--- src/rtl/corescore_mmcm_rst_ctrl.sv ---
// MMCM reset/lock controller: pulses the MMCM reset, waits for lock with timeout
// and retry, and holds the system reset until lock has been stable for a settle window.
module corescore_mmcm_rst_ctrl #(
    parameter int RST_CYCLES    = 8,
    parameter int LOCK_TIMEOUT  = 65536,
    parameter int SETTLE_CYCLES = 16,
    parameter int CNT_W         = 17
) (
    input  logic       i_clk,
    input  logic       i_rst,
    input  logic       i_locked,
    output logic       o_mmcm_rst,
    output logic       o_rst,
    output logic [7:0] o_retries
);

    typedef enum logic [1:0] {
        S_RESET,
        S_WAIT_LOCK,
        S_SETTLE,
        S_RUN
    } state_t;

    localparam logic [CNT_W-1:0] RST_LAST    = CNT_W'(RST_CYCLES - 1);
    localparam logic [CNT_W-1:0] TIMEOUT_LAST = CNT_W'(LOCK_TIMEOUT - 1);
    localparam logic [CNT_W-1:0] SETTLE_LAST = CNT_W'(SETTLE_CYCLES - 1);

    state_t           r_state;
    state_t           w_next_state;
    logic [CNT_W-1:0] r_cnt;
    logic [CNT_W-1:0] w_next_cnt;
    logic             w_retry;
    logic             r_locked_meta;
    logic             r_locked_s;
    logic             r_mmcm_rst;
    logic             r_rst;
    logic [7:0]       r_retries;

    // Next-state logic; a single counter is shared by the reset pulse, lock timeout and settle window.
    always_comb begin
        w_next_state = r_state;
        w_next_cnt   = r_cnt;
        w_retry      = 1'b0;
        case (r_state)
            S_RESET: begin
                if (r_cnt == RST_LAST) begin
                    w_next_state = S_WAIT_LOCK;
                    w_next_cnt   = '0;
                end else begin
                    w_next_cnt = r_cnt + CNT_W'(1);
                end
            end
            S_WAIT_LOCK: begin
                if (r_locked_s) begin
                    w_next_state = S_SETTLE;
                    w_next_cnt   = '0;
                end else if (r_cnt == TIMEOUT_LAST) begin
                    w_next_state = S_RESET;
                    w_next_cnt   = '0;
                    w_retry      = 1'b1;
                end else begin
                    w_next_cnt = r_cnt + CNT_W'(1);
                end
            end
            S_SETTLE: begin
                // A dropout while settling restarts the lock wait but is not counted as a retry.
                if (!r_locked_s) begin
                    w_next_state = S_WAIT_LOCK;
                    w_next_cnt   = '0;
                end else if (r_cnt == SETTLE_LAST) begin
                    w_next_state = S_RUN;
                end else begin
                    w_next_cnt = r_cnt + CNT_W'(1);
                end
            end
            S_RUN: begin
                if (!r_locked_s) begin
                    w_next_state = S_RESET;
                    w_next_cnt   = '0;
                    w_retry      = 1'b1;
                end
            end
            default: begin
                w_next_state = S_RESET;
                w_next_cnt   = '0;
            end
        endcase
    end

    // Outputs are registered from the next state so they switch on the transition edge.
    always_ff @(posedge i_clk) begin
        if (i_rst) begin
            r_state       <= S_RESET;
            r_cnt         <= '0;
            r_locked_meta <= 1'b0;
            r_locked_s    <= 1'b0;
            r_mmcm_rst    <= 1'b1;
            r_rst         <= 1'b1;
            r_retries     <= 8'd0;
        end else begin
            r_state       <= w_next_state;
            r_cnt         <= w_next_cnt;
            r_locked_meta <= i_locked;
            r_locked_s    <= r_locked_meta;
            r_mmcm_rst    <= (w_next_state == S_RESET);
            r_rst         <= (w_next_state != S_RUN);
            if (w_retry && (r_retries != 8'hFF)) begin
                r_retries <= r_retries + 8'd1;
            end
        end
    end

    assign o_mmcm_rst = r_mmcm_rst;
    assign o_rst      = r_rst;
    assign o_retries  = r_retries;

endmodule

--- config.mk ---
export PLATFORM = sky130hd
export DESIGN_NAME = corescore_mmcm_rst_ctrl
export DESIGN_NICKNAME = d
export VERILOG_FILES = /design/src/rtl/corescore_mmcm_rst_ctrl.sv
export SDC_FILE = /design/constraint.sdc
export NUM_CORES = 1
export LEC_CHECK = 0
export BUFFER_PORTS_ARGS = -buffer_cell sky130_fd_sc_hd__buf_2
export CORE_AREA = 3 3 56 58
export DETAILED_ROUTE_END_ITERATION = 8
export DIE_AREA = 0 0 59 61
export MAX_ROUTING_LAYER = met4
export PLACE_DENSITY_LB_ADDON = 0.25
export SETUP_SLACK_MARGIN = 0.3
export SYNTH_ARGS = -nofsm -noshare
export SYNTH_HDL_FRONTEND = slang
export SYNTH_SLANG_ARGS = --single-unit
export TNS_END_PERCENT = 1
--- constraint.sdc ---
create_clock -name i_clk -period 2.6 [get_ports i_clk]
set_input_delay 0.26 -clock i_clk [delete_from_list [all_inputs] [get_ports i_clk]]
set_output_delay 0.26 -clock i_clk [all_outputs]
set_load 0.1 [all_outputs]
* Word-level counts from Yosys, hierarchy flattened
Cells that the tools add are included.
Word-level totals: register bits after elaboration 31, output and inout port bits 10, input bits 3
Operators by class: reductions and logical operators 4, $add $sub $neg 2, mux-type cells 18, equality and inequality tests 10
Operators by type and width (count):
- $mux 17 | 6
- $pmux 17 s4 | 1
- $add 17x1->17 const B | 1
- $eq 17x16->1 const B | 1
- $eq 17x3->1 const B | 1
- $eq 17x4->1 const B | 1
- $mux 2 | 6
- $add 8x1->8 const B | 1
- $ne 8x8->1 const B | 1
- $pmux 2 s4 | 1
- $eq 2x2->1 const B | 2
- $logic_not 2->1 | 2
- $ne 2x2->1 const B | 2
- $mux 1 | 3
- $ne 3x3->1 const B | 1
- $eq 2x1->1 const B | 1
- $pmux 1 s2 | 1
- $reduce_and 2->1 | 1
- $logic_and 1x1->1 | 1

* Longest topological paths before layout
Gate-level depths: netlist of the first run.
depth after elaboration 5, gate-level depth with buffers 11, mapped depth without buffers 11

* Worst setup path before layout of the first run
Ideal clock, no wire load.
path kind reg-to-reg, start point register r_cnt[0], end point register r_retries[7], in the netlist o_retries[7], required time 2.533 ns, data arrival time 2.237 ns, clock period less this slack 2.304 ns, stages on the path, launching flop included 12, setup slack 0.296 ns, path through dfxtp_1 ha_1 and4_1 nand4_1 or2_2 inv_1 ha_1 nor2_1 nor3_1 nand4_1 xor2_1 nor2_1
On the way: cells in the longest elaborated chain, start to end 5
RTL lines:
- start: declaration | RTL line 30 | logic [CNT_W-1:0] r_cnt;
- start signal: assignment | RTL line 102 | r_cnt <= w_next_cnt;
- $eq 17x16->1 | RTL line 57 | end else if (r_cnt == TIMEOUT_LAST) begin
- $mux 1 | RTL line 57
- $mux 1 | RTL line 54 | if (r_locked_s) begin
- $pmux 1 s2 | RTL line 44 | case (r_state)
- $logic_and 1x1->1 | RTL line 107 | if (w_retry && (r_retries != 8'hFF)) begin
- end signal: assignment | RTL line 108 | r_retries <= r_retries + 8'd1;
- end: declaration | RTL line 37 | logic [7:0] r_retries;
No other way between the ends. A chain may end at the register's enable or synchronous reset.

* Worst setup path after layout of the first run
start point register r_cnt[1], end point register r_cnt[2]
On the way: cells in the longest elaborated chain, start to end 4
RTL lines (RTL line):
- $add 17x1->17 or $eq 17x16->1 (tied branches)
- $mux 17 (on tied branches) | 70, 57
- $mux 17 (on tied branches) | 67, 54
- $pmux 17 s4 | 44
Several ways; a longest one is shown, not always the timed one. The select of a mux whose other input is x is not followed.

==> metrics.txt, run 1 <==
vias per cell 5.970; status complete, no violations; cells on worst reg2reg path 7; number of synthesis warnings 0; Layout area overhead 18.32%; Congestion Overflow GR 0; area of placed instances 1612 sq um; via count 1379; Post-Syn Nets 181; CP Data Arrival Time 2480 ps; post-layout instance area 1794 sq um; Global Route Usage Sum 21.72%; Core ar. 2710 sq um; PwrDens 443.8 nW/um^2; gpl congestion 0.8355; first-pass GRT wire length 5.658 mm; clk buf depth 2; Avg Cell Area, Syn 8.715 sq um; DR pass1 iterations 4; top_reg_cell synth dfxtp_1; fin cells 231; initial antenna violation count 0; Hold Path Sink r_locked_meta; CP Class reg2reg; Tmin final 2250 ps; Chip Height 61 um; Clock Latency Late Sink 330 ps; Fill cells 237; Inserted Clock Buffers 5; Die Wd 59 um; switching part of the total power 23.57%; I/O pins 13; die area 3599 sq um; vias in the first global route 1272; Worst Setup Start Kind flip-flop; Post-synth ARST share 0%; row count 19; CTS tree built; Detailed Place HPWL 2.208 mm; synth top area cells dfxtp_1 41%, nor2_1 5.2%, xor2_1 5.2%; Pint 608.6 uW; max-cap viol count 0; Layout Skew 6.262 ps; R2R Path Start r_cnt[1]; nets 206; post-synthesis cell count 174; Iter 0 DRT Violations 78; hold_sp i_locked; Starting Density 55.96%; Tightest Pin Transition 693.9 ps; WL per Instance 14.91 um; relative slew slack 53.64%; Num Clock Sinks 31; CP required 2830 ps; Max H-tree Level 2; root buffer cell clkbuf_4; Post-synth EDFFs 0; post-synthesis sequential area ratio 40.92%; largest net degree at the start of global routing 17; fin util 66.21%; WL final 3.445 mm; dpl cells 214; RR Endpoint r_cnt[2]; Synth top area share 40.92%; post-cts hold buffer count 0; Hold Path Stages 2; Worst setup EP type flip-flop; fmax 444.4 MHz; # DRC 0; layout cells sized above 1 24.00%; Psw 187.7 uW; sequential share of power 61.4%; most instantiated library cell after synthesis dfxtp_1; antenna-violating nets left 0; RSZ-0062 raised after global routing true; Final Hold Fails 0; CTS clk-pin slew, worst paths 90 ps; fin. max-slew vios 0; Leak 0.0006684 uW; final setup violating endpoints 0; clock power share 32.9%; Final Cycle Share 86.55%; crit-path max FO 6; Max VDD drop 0.4503 mV; pre-CTS WS 56.67 ps; Hold WC Path Type in2reg; antenna cell count 0; Yosys reg bits 31; setup TNS 0 ps; Netlist cell types 41; Synth area leader dfxtp_1; IO Port Bufs 12; Logic pwr share 5.7%; R2R Setup Slk 350 ps; Post-Syn Area 1516 sq um; Final WS setup 349.6 ps; top post-synthesis cells by count 31 x dfxtp_1, 21 x nor2_1, 14 x nand2_1
==> cell type report <==
cell class,count,area (sq um),share of cell area (%)
multi-input combinational,133,913.4,50.91
tap,31,38.79,2.162
inverter,5,18.77,1.046
clock inverter,1,5.005,0.2789
sequential,31,626.9,34.94
timing repair buffer,23,146.4,8.159
clock buffer,7,45.04,2.510
==> critical path: stages (launching register included) <==
cell and delay [ps]:
dfxtp_2 370, ha_4 150, buf_4 110, or4bb_1 470, or4_4 480, a31oi_4 300, a211oi_2 60, a31o_1 210
==> how the worst max path moves through the flow <==
stage                     startpoint         to  slack (ps)  cells after the start
after floorplan             r_cnt[0]   r_cnt[2]         310                     11
after global placement      r_cnt[0]  r_cnt[12]         160                     11
after detailed placement    r_cnt[0]   r_cnt[8]          60                     11
after CTS                   r_cnt[0]   r_cnt[2]         310                     11
after global routing        r_cnt[1]   r_cnt[2]         260                     11
final                       r_cnt[1]   r_cnt[2]         350                      7
==> cells in the final DEF (no fill, tap or decap), types with 3 or more instances in the layout <==
cell,instances
xor2_1,9
buf_4,10
or4_1,4
and4_1,3
nand4_1,7
buf_2,12
or3_1,4
nor2_1,20
dfxtp_1,28
nand3_1,12
inv_1,4
a21oi_1,9
xnor2_1,5
nor3_1,3
o21ai_0,7
nand2_1,14
clkbuf_4,5
==> state kept, by name, summed over array words and instances (netlist names) <==
signal	cells
o_mmcm_rst	1
o_retries	8
o_rst	1
r_cnt	17
r_locked_meta	1
r_locked_s	1
r_state	2
==> metrics by stage <==
step / power (uW) / hold WS (ps)
2_1_floorplan: 518.0 / 331.6
3_3_place_gp: 524.3 / 431.0
3_5_place_dp: 526.9 / 442.2
4_1_cts: 797.1 / 130.6
5_1_grt: 834.3 / 146.9
6_report: 796.3 / 141.2
==> logic make-up (layout without fill, tap and decap cells) <==
group	count (synthesis)	count (layout)	synth area share [%]
DFF	31	31	40.92
xor gates and xnor gates	14	14	8.086
AOI/OAI and AO/OA	27	27	12.38
muxes	1	1	0.6601
adders and majority gates	4	4	3.300
buffers and inverters	10	36	2.805
and+or+nand+nor	87	87	31.85
==> metal layers <==
metal	vias to the layer above	global-route usage, %	part of all wire [%]
met2	32	34.70	49
met1	659	25.58	43
li1	678	-	-
met4	0	10.36	2.7
met5	-	-	0
met3	10	5.319	5.2
==> power groups by stage <==
stage	Sequential, uW	Clock [uW]	Combinational (uW)
2_1_floorplan	497	0	20.6
3_3_place_gp	498	0	26.7
3_5_place_dp	498	0	28.7
4_1_cts	488	271	38.7
5_1_grt	490	294	50.4
6_report	489	262	45.3
==> what timing repair did <==
action,in CTS,in global routing
setup endpoints to repair,24,22
pin swaps,1,8
resized for setup,8,9
setup buffers,3,6
Power figures use the tool's default switching activity.
==> run 2: changes to the inputs <==
==> constraint.sdc (replaced) <==
create_clock -name i_clk -period 2.6 [get_ports i_clk]
set_input_delay 0.26 -clock i_clk [delete_from_list [all_inputs] [get_ports i_clk]]
set_output_delay 0.26 -clock i_clk [all_outputs]
set_load 0.02 [all_outputs]
==> run 2 against run 1 <==
Global-route usage decreased by 0.47 points. Combinational power is 7.7% lower. Design area barely moved. First-iteration DRC count is 21% lower. Setup slack improved by 65 ps.
==> metrics.txt, run 2 (synthesis gave the netlist of run 1 again) <==
root buffer cell clkbuf_4 (unchanged); Final Hold Fails 0 (unchanged); first-pass GRT wire length 5.533 mm (was 5.658 mm); clock power share 37.4% (was 32.9%); Leak 0.0006717 uW (was 0.0006684 uW); WL final 3.181 mm (was 3.445 mm); vias per cell 5.822 (was 5.970); CP Data Arrival Time 2420 ps (was 2480 ps); Starting Density 55.96% (unchanged); Pint 661.4 uW (was 608.6 uW); CTS clk-pin slew, worst paths 90 ps (about the same); Crit path largest cell delay 380 ps (was 480 ps); Tightest Pin Transition 673.6 ps (was 693.9 ps); Crit path top cell by count ha_4; CP required 2830 ps (about the same); setup TNS 0 ps (unchanged); Psw 187.2 uW (was 187.7 uW); Iter 0 DRT Violations 62 (was 78); Layout area overhead 18.40% (was 18.32%); Layout Skew 2.657 ps (was 6.262 ps); CP Class reg2reg (unchanged); most common library cell in the layout ignoring fill and taps dfxtp_1 (unchanged); clk buf depth 2 (unchanged); sequential share of power 57.7% (was 61.4%); critical path, cell by cell ha_4 > and4_4 > nand4_1 > or2_4 > inv_2 > ha_4 > nor3b_1 > o2bb2ai_2 > a31oi_4 > a211oi_2 > a31o_1 (was ha_4 > buf_4 > or4bb_1 > or4_4 > a31oi_4 > a211oi_2 > a31o_1); RSZ-0062 raised after global routing false (was true); Tmin final 2186 ps (was 2250 ps); slowest CP cell dfxtp_4 (was or4_4); Worst setup EP type flip-flop (unchanged); gpl congestion 0.8156 (was 0.8355); Fill cells 237 (unchanged); Most flops, register r_cnt (unchanged); Max VDD drop 0.3827 mV (was 0.4503 mV); max-cap viol count 0 (unchanged); largest net degree at the start of global routing 17 (unchanged); DR pass1 iterations 4 (unchanged); vias in the first global route 1298 (was 1272); Congestion Overflow GR 0 (unchanged); relative slew slack 55.00% (was 53.64%); antenna cell count 0 (unchanged); antenna-violating nets left 0 (unchanged); fmax 457.6 MHz (was 444.4 MHz); # DRC 0 (unchanged); fin. max-slew vios 0 (unchanged); max FFs per register 17 (unchanged); initial antenna violation count 0 (unchanged); IO Port Bufs 12 (unchanged); WL per Instance 13.83 um (was 14.91 um); row count 19 (unchanged); Chip Height 61 um (unchanged); final hold slack 131.6 ps (was 141.2 ps); final setup violating endpoints 0 (unchanged); status complete, no violations (unchanged); via count 1339 (was 1379); die area 3599 sq um (unchanged); PwrDens 472.6 nW/um^2 (was 443.8 nW/um^2); Final Cycle Share 84.06% (was 86.55%); Worst Setup Start Kind flip-flop (unchanged); Num Clock Sinks 31 (unchanged); I/O pins 13 (unchanged); Core ar. 2710 sq um (unchanged); Detailed Place HPWL 2.219 mm (was 2.208 mm); Clock Latency Late Sink 330 ps (about the same); crit-path max FO 6 (unchanged); most frequent cells in the layout 28 x dfxtp_1, 21 x nor2_1, 14 x nand2_1, 12 x nand3_1, 12 x buf_2 (was 28 x dfxtp_1, 20 x nor2_1, 14 x nand2_1, 12 x nand3_1, 12 x buf_2); Logic pwr share 4.9% (was 5.7%); Inserted Clock Buffers 5 (unchanged); nets 205 (was 206); Hold WC Path Type in2reg (unchanged); CTS tree built (unchanged); Max H-tree Level 2 (unchanged); switching part of the total power 22.06% (was 23.57%); Global Route Usage Sum 21.25% (was 21.72%); layout cells sized above 1 23.62% (was 24.00%); Die Wd 59 um (unchanged)
run 2: per-stage QoR:
stage | utilization (%) | cells | setup slack, ps | power (uW) | area [sq um]
global placement | 59.28 | 214 | 105.0 | 523.6 | 1607
CTS | 63.57 | 225 | 306.4 | 847.4 | 1723
detailed placement | 59.28 | 214 | 19.40 | 526.1 | 1607
global route | 66.25 | 230 | 290.7 | 887.0 | 1795
floorplan | - | 174 | 308.2 | 517.2 | 1516
finish | 66.25 | 230 | 414.5 | 848.6 | 1795
run 2: area by class of cell:
| class | count | area, sq um | share of cell area [%] |
|---|---|---|---|
| Inverter | 5 | 18.77 | 1.045 |
| Clock buffer | 8 | 68.82 | 3.833 |
| Timing Repair Buffer | 22 | 138.9 | 7.735 |
| Sequential cell | 31 | 629.4 | 35.05 |
| Tap cell | 31 | 38.79 | 2.160 |
| Multi-Input combinational cell | 133 | 900.9 | 50.17 |
run 2: repair_timing:
item | 4_1_cts | 5_1_grt
endpoints found under the setup margin | 25 | 24
pin swaps | 0 | 7
buffers inserted | 3 | 5
resized for setup | 7 | 10
hold buffers | 0 | 0
run 2: power groups by stage:
stage / logic [uW] / registers, uW / clock network (uW)
after floorplan: 20.6 / 497 / 0
after global placement: 25.9 / 498 / 0
after detailed placement: 27.2 / 499 / 0
after CTS: 31.7 / 490 / 326
after global routing: 45.8 / 490 / 351
final: 41.8 / 489 / 317
run 2: worst paths after layout:
kind         slack, ps     startpoint            end  depth (start not counted)
max reg2reg        410       r_cnt[1]       r_cnt[2]                         11
min                130       i_locked  r_locked_meta                          2
min reg2reg        450  r_locked_meta     r_locked_s                          1
max                410       r_cnt[1]       r_cnt[2]                         11
run 2: critical path: cells and delay by family (launching register included):
kind / cells / cell delay (ps)
flip-flops: 1 / 380
adder cells (fa/ha/maj): 2 / 280
AO/OA/AOI/OAI: 4 / 630
buffers and inverters: 1 / 70
AND/OR/NAND/NOR: 4 / 730
run 2: layer usage:
metal  share of wire, %  global-route usage, %
met3                3.6                  4.468
met5                  0                      -
met4                2.0                  11.97
met1                 47                  23.74
met2                 48                  35.17
==> run 3: changes to the inputs <==
==> constraint.sdc (replaced) <==
create_clock -name i_clk -period 2.1 [get_ports i_clk]
set_input_delay 0.21 -clock i_clk [delete_from_list [all_inputs] [get_ports i_clk]]
set_output_delay 0.21 -clock i_clk [all_outputs]
set_load 0.02 [all_outputs]
==> run 3 against run 2 <==
The flow now finishes with violations (negative setup slack). Total power is 36% higher. Non-clock buffer count is 15 higher. Final cell count is 6.5% higher. Design area is 7.8% higher. Sequential power is 23% higher. Critical path depth is 1 higher. Die area stayed put. Flip-flop and latch count stayed put. Critical path type unchanged. Largest cell class unchanged.
==> metrics.txt, run 3 (synthesis gave the netlist of run 1 again) <==
R2R Path Start r_cnt[1] (unchanged); met2 Resource Use GR 32.65% (was 35.17%); crit path from r_cnt[1] (unchanged); fin. max-slew vios 0 (unchanged); clk buf depth 2 (unchanged); Core ar. 2710 sq um (unchanged); WL per Instance 14.09 um (was 13.83 um); Inserted Clock Buffers 5 (unchanged); Layout area overhead 27.64% (was 18.40%); sequential share of power 52.3% (was 57.7%); Chip Height 61 um (unchanged); hold_sp i_locked (unchanged); antenna-violating nets left 0 (unchanged); Pint 907.4 uW (was 661.4 uW); dpl cells 231 (was 214); Psw 244.3 uW (was 187.2 uW); CTS tree built (unchanged); Final Hold Fails 0 (unchanged); Global Route Usage Sum 22.79% (was 21.25%); Clock Latency Late Sink 340 ps (was 330 ps); CTS clk-pin slew, worst paths 110 ps (was 90 ps); total chip power 1152 uW (was 848.6 uW); initial antenna violation count 0 (unchanged); Final Cycle Share 100.3% (was 84.06%); Hold Path Stages 2 (unchanged); antenna cell count 0 (unchanged); final hold slack 75.06 ps (was 131.6 ps); CP Class reg2reg (unchanged); fmax 475.0 MHz (was 457.6 MHz); most common library cell in the layout ignoring fill and taps dfxtp_1 (unchanged); via count 1421 (was 1339); Hold WC Path Type in2reg (unchanged); Max VDD drop 0.6841 mV (was 0.3827 mV); Num Clock Sinks 31 (unchanged); Worst Setup Start Kind flip-flop (unchanged); clock power share 42.5% (was 37.4%); vias in the first global route 1358 (was 1298); row count 19 (unchanged); Starting Density 55.96% (unchanged); M3 GR Usage 6.383% (was 4.468%); max-cap viol count 0 (unchanged); slowest CP cell dfxtp_2 (was dfxtp_4); Iter 0 DRT Violations 86 (was 62); # DRC 0 (unchanged); Logic pwr share 5.1% (was 4.9%); Detailed Place HPWL 2.422 mm (was 2.219 mm); nets 220 (was 205); switching part of the total power 21.21% (was 22.06%); IO Port Bufs 12 (unchanged); Leak 0.0007741 uW (was 0.0006717 uW); Final WS setup -5.398 ps (was 414.5 ps); violated checks negative setup slack; crit-path max FO 6 (unchanged); Layout Skew 11.56 ps (was 2.657 ps); max FFs per register 17 (unchanged); first-pass GRT wire length 5.899 mm (was 5.533 mm); vias per cell 5.800 (was 5.822); setup TNS -5.398 ps (was 0 ps); I/O pins 13 (unchanged); relative slew slack 75.42% (was 55.00%); post-layout instance area 1936 sq um (was 1795 sq um); GRT busiest layer met2 (unchanged); Max H-tree Level 2 (unchanged); PwrDens 595.0 nW/um^2 (was 472.6 nW/um^2); CP Data Arrival Time 2320 ps (was 2420 ps); Crit path largest cell delay 360 ps (was 380 ps); status complete, but fails checks (was complete, no violations); gpl congestion 0.8904 (was 0.8156); root buffer cell clkbuf_4 (unchanged); cells on worst reg2reg path 12 (was 11); final setup violating endpoints 1 (was 0); Tmin final 2105 ps (was 2186 ps); fin cells 245 (was 230); layout cells sized above 1 29.44% (was 23.62%); Congestion Overflow GR 0 (unchanged); GR met1 Demand/Resource 28.50% (was 23.74%); Most flops, register r_cnt (unchanged); WL final 3.452 mm (was 3.181 mm); critical path, cell by cell ha_4 > and4_4 > nand4_1 > or2_4 > inv_2 > ha_4 > nor2_2 > nor2_1 > buf_4 > nand4_1 > xor2_1 > nor2_1 (was ha_4 > and4_4 > nand4_1 > or2_4 > inv_2 > ha_4 > nor3b_1 > o2bb2ai_2 > a31oi_4 > a211oi_2 > a31o_1); DR pass1 iterations 4 (unchanged); Die Wd 59 um (unchanged); CP required 2320 ps (was 2830 ps); Worst setup EP type flip-flop (unchanged); RSZ-0062 raised after global routing true (was false); most frequent cells in the layout 29 x dfxtp_1, 23 x buf_4, 20 x nor2_1, 14 x nand2_1 (was 28 x dfxtp_1, 21 x nor2_1, 14 x nand2_1, 12 x nand3_1, 12 x buf_2); largest net degree at the start of global routing 17 (unchanged); area of placed instances 1783 sq um (was 1607 sq um); Tightest Pin Transition 365.7 ps (was 673.6 ps); die area 3599 sq um (unchanged)
## run 3: layout make-up
cell class              instances  area, sq um
fillers                       212        774.5
multi-input cells             133        913.4
repair buffers                 37        255.2
flip-flops and latches         31        623.1
clock inverters                 2        35.03
well taps                      31        38.79
inverters                       5        18.77
clock buffers                   6        51.30
## run 3: critical path, delay by kind of cell, from the launching register on
family	cells	cell delay, ps
xor+xnor	1	180
flops	1	360
simple gates	7	970
fa+ha+maj	2	270
buf+inv	2	220
## run 3: routing by layer
layer | routed length [um] | up-vias
met5 | 0 | -
met2 | 1548 | 46
met4 | 65 | 0
met3 | 214 | 4
met1 | 1624 | 664
li1 | - | 707
## run 3: final timing paths
| kind | end | slack (ps) |
|---|---|---|
| worst max-delay path | o_retries[4] | -5 |
| worst min-delay path | r_locked_meta | 80 |
| worst min register to register | r_locked_s | 450 |
| worst max register to register | o_retries[4] | -5 |
## run 3: repair_timing
action	in CTS	in global routing
setup buffers	4	2
endpoints found under the setup margin	28	28
resized for setup	4	1
hold buffers	0	0
pin swaps	8	8
## run 3: per-stage QoR
step | util (%) | setup slack [ps]
after floorplan | - | 24.88
after global placement | 65.79 | -37.87
after detailed placement | 65.79 | -123.5
after CTS | 70.73 | 41.71
after global routing | 71.42 | -147.8
final | 71.42 | -5.398
## run 3: power by group through the flow
stage | Sequential [uW] | Combinational, uW | Clock [uW]
final | 603 | 59.2 | 490
after global routing | 604 | 66.3 | 529
after CTS | 603 | 57.3 | 500
after detailed placement | 616 | 53.8 | 0
after global placement | 616 | 51.9 | 0
after floorplan | 618 | 29.7 | 0
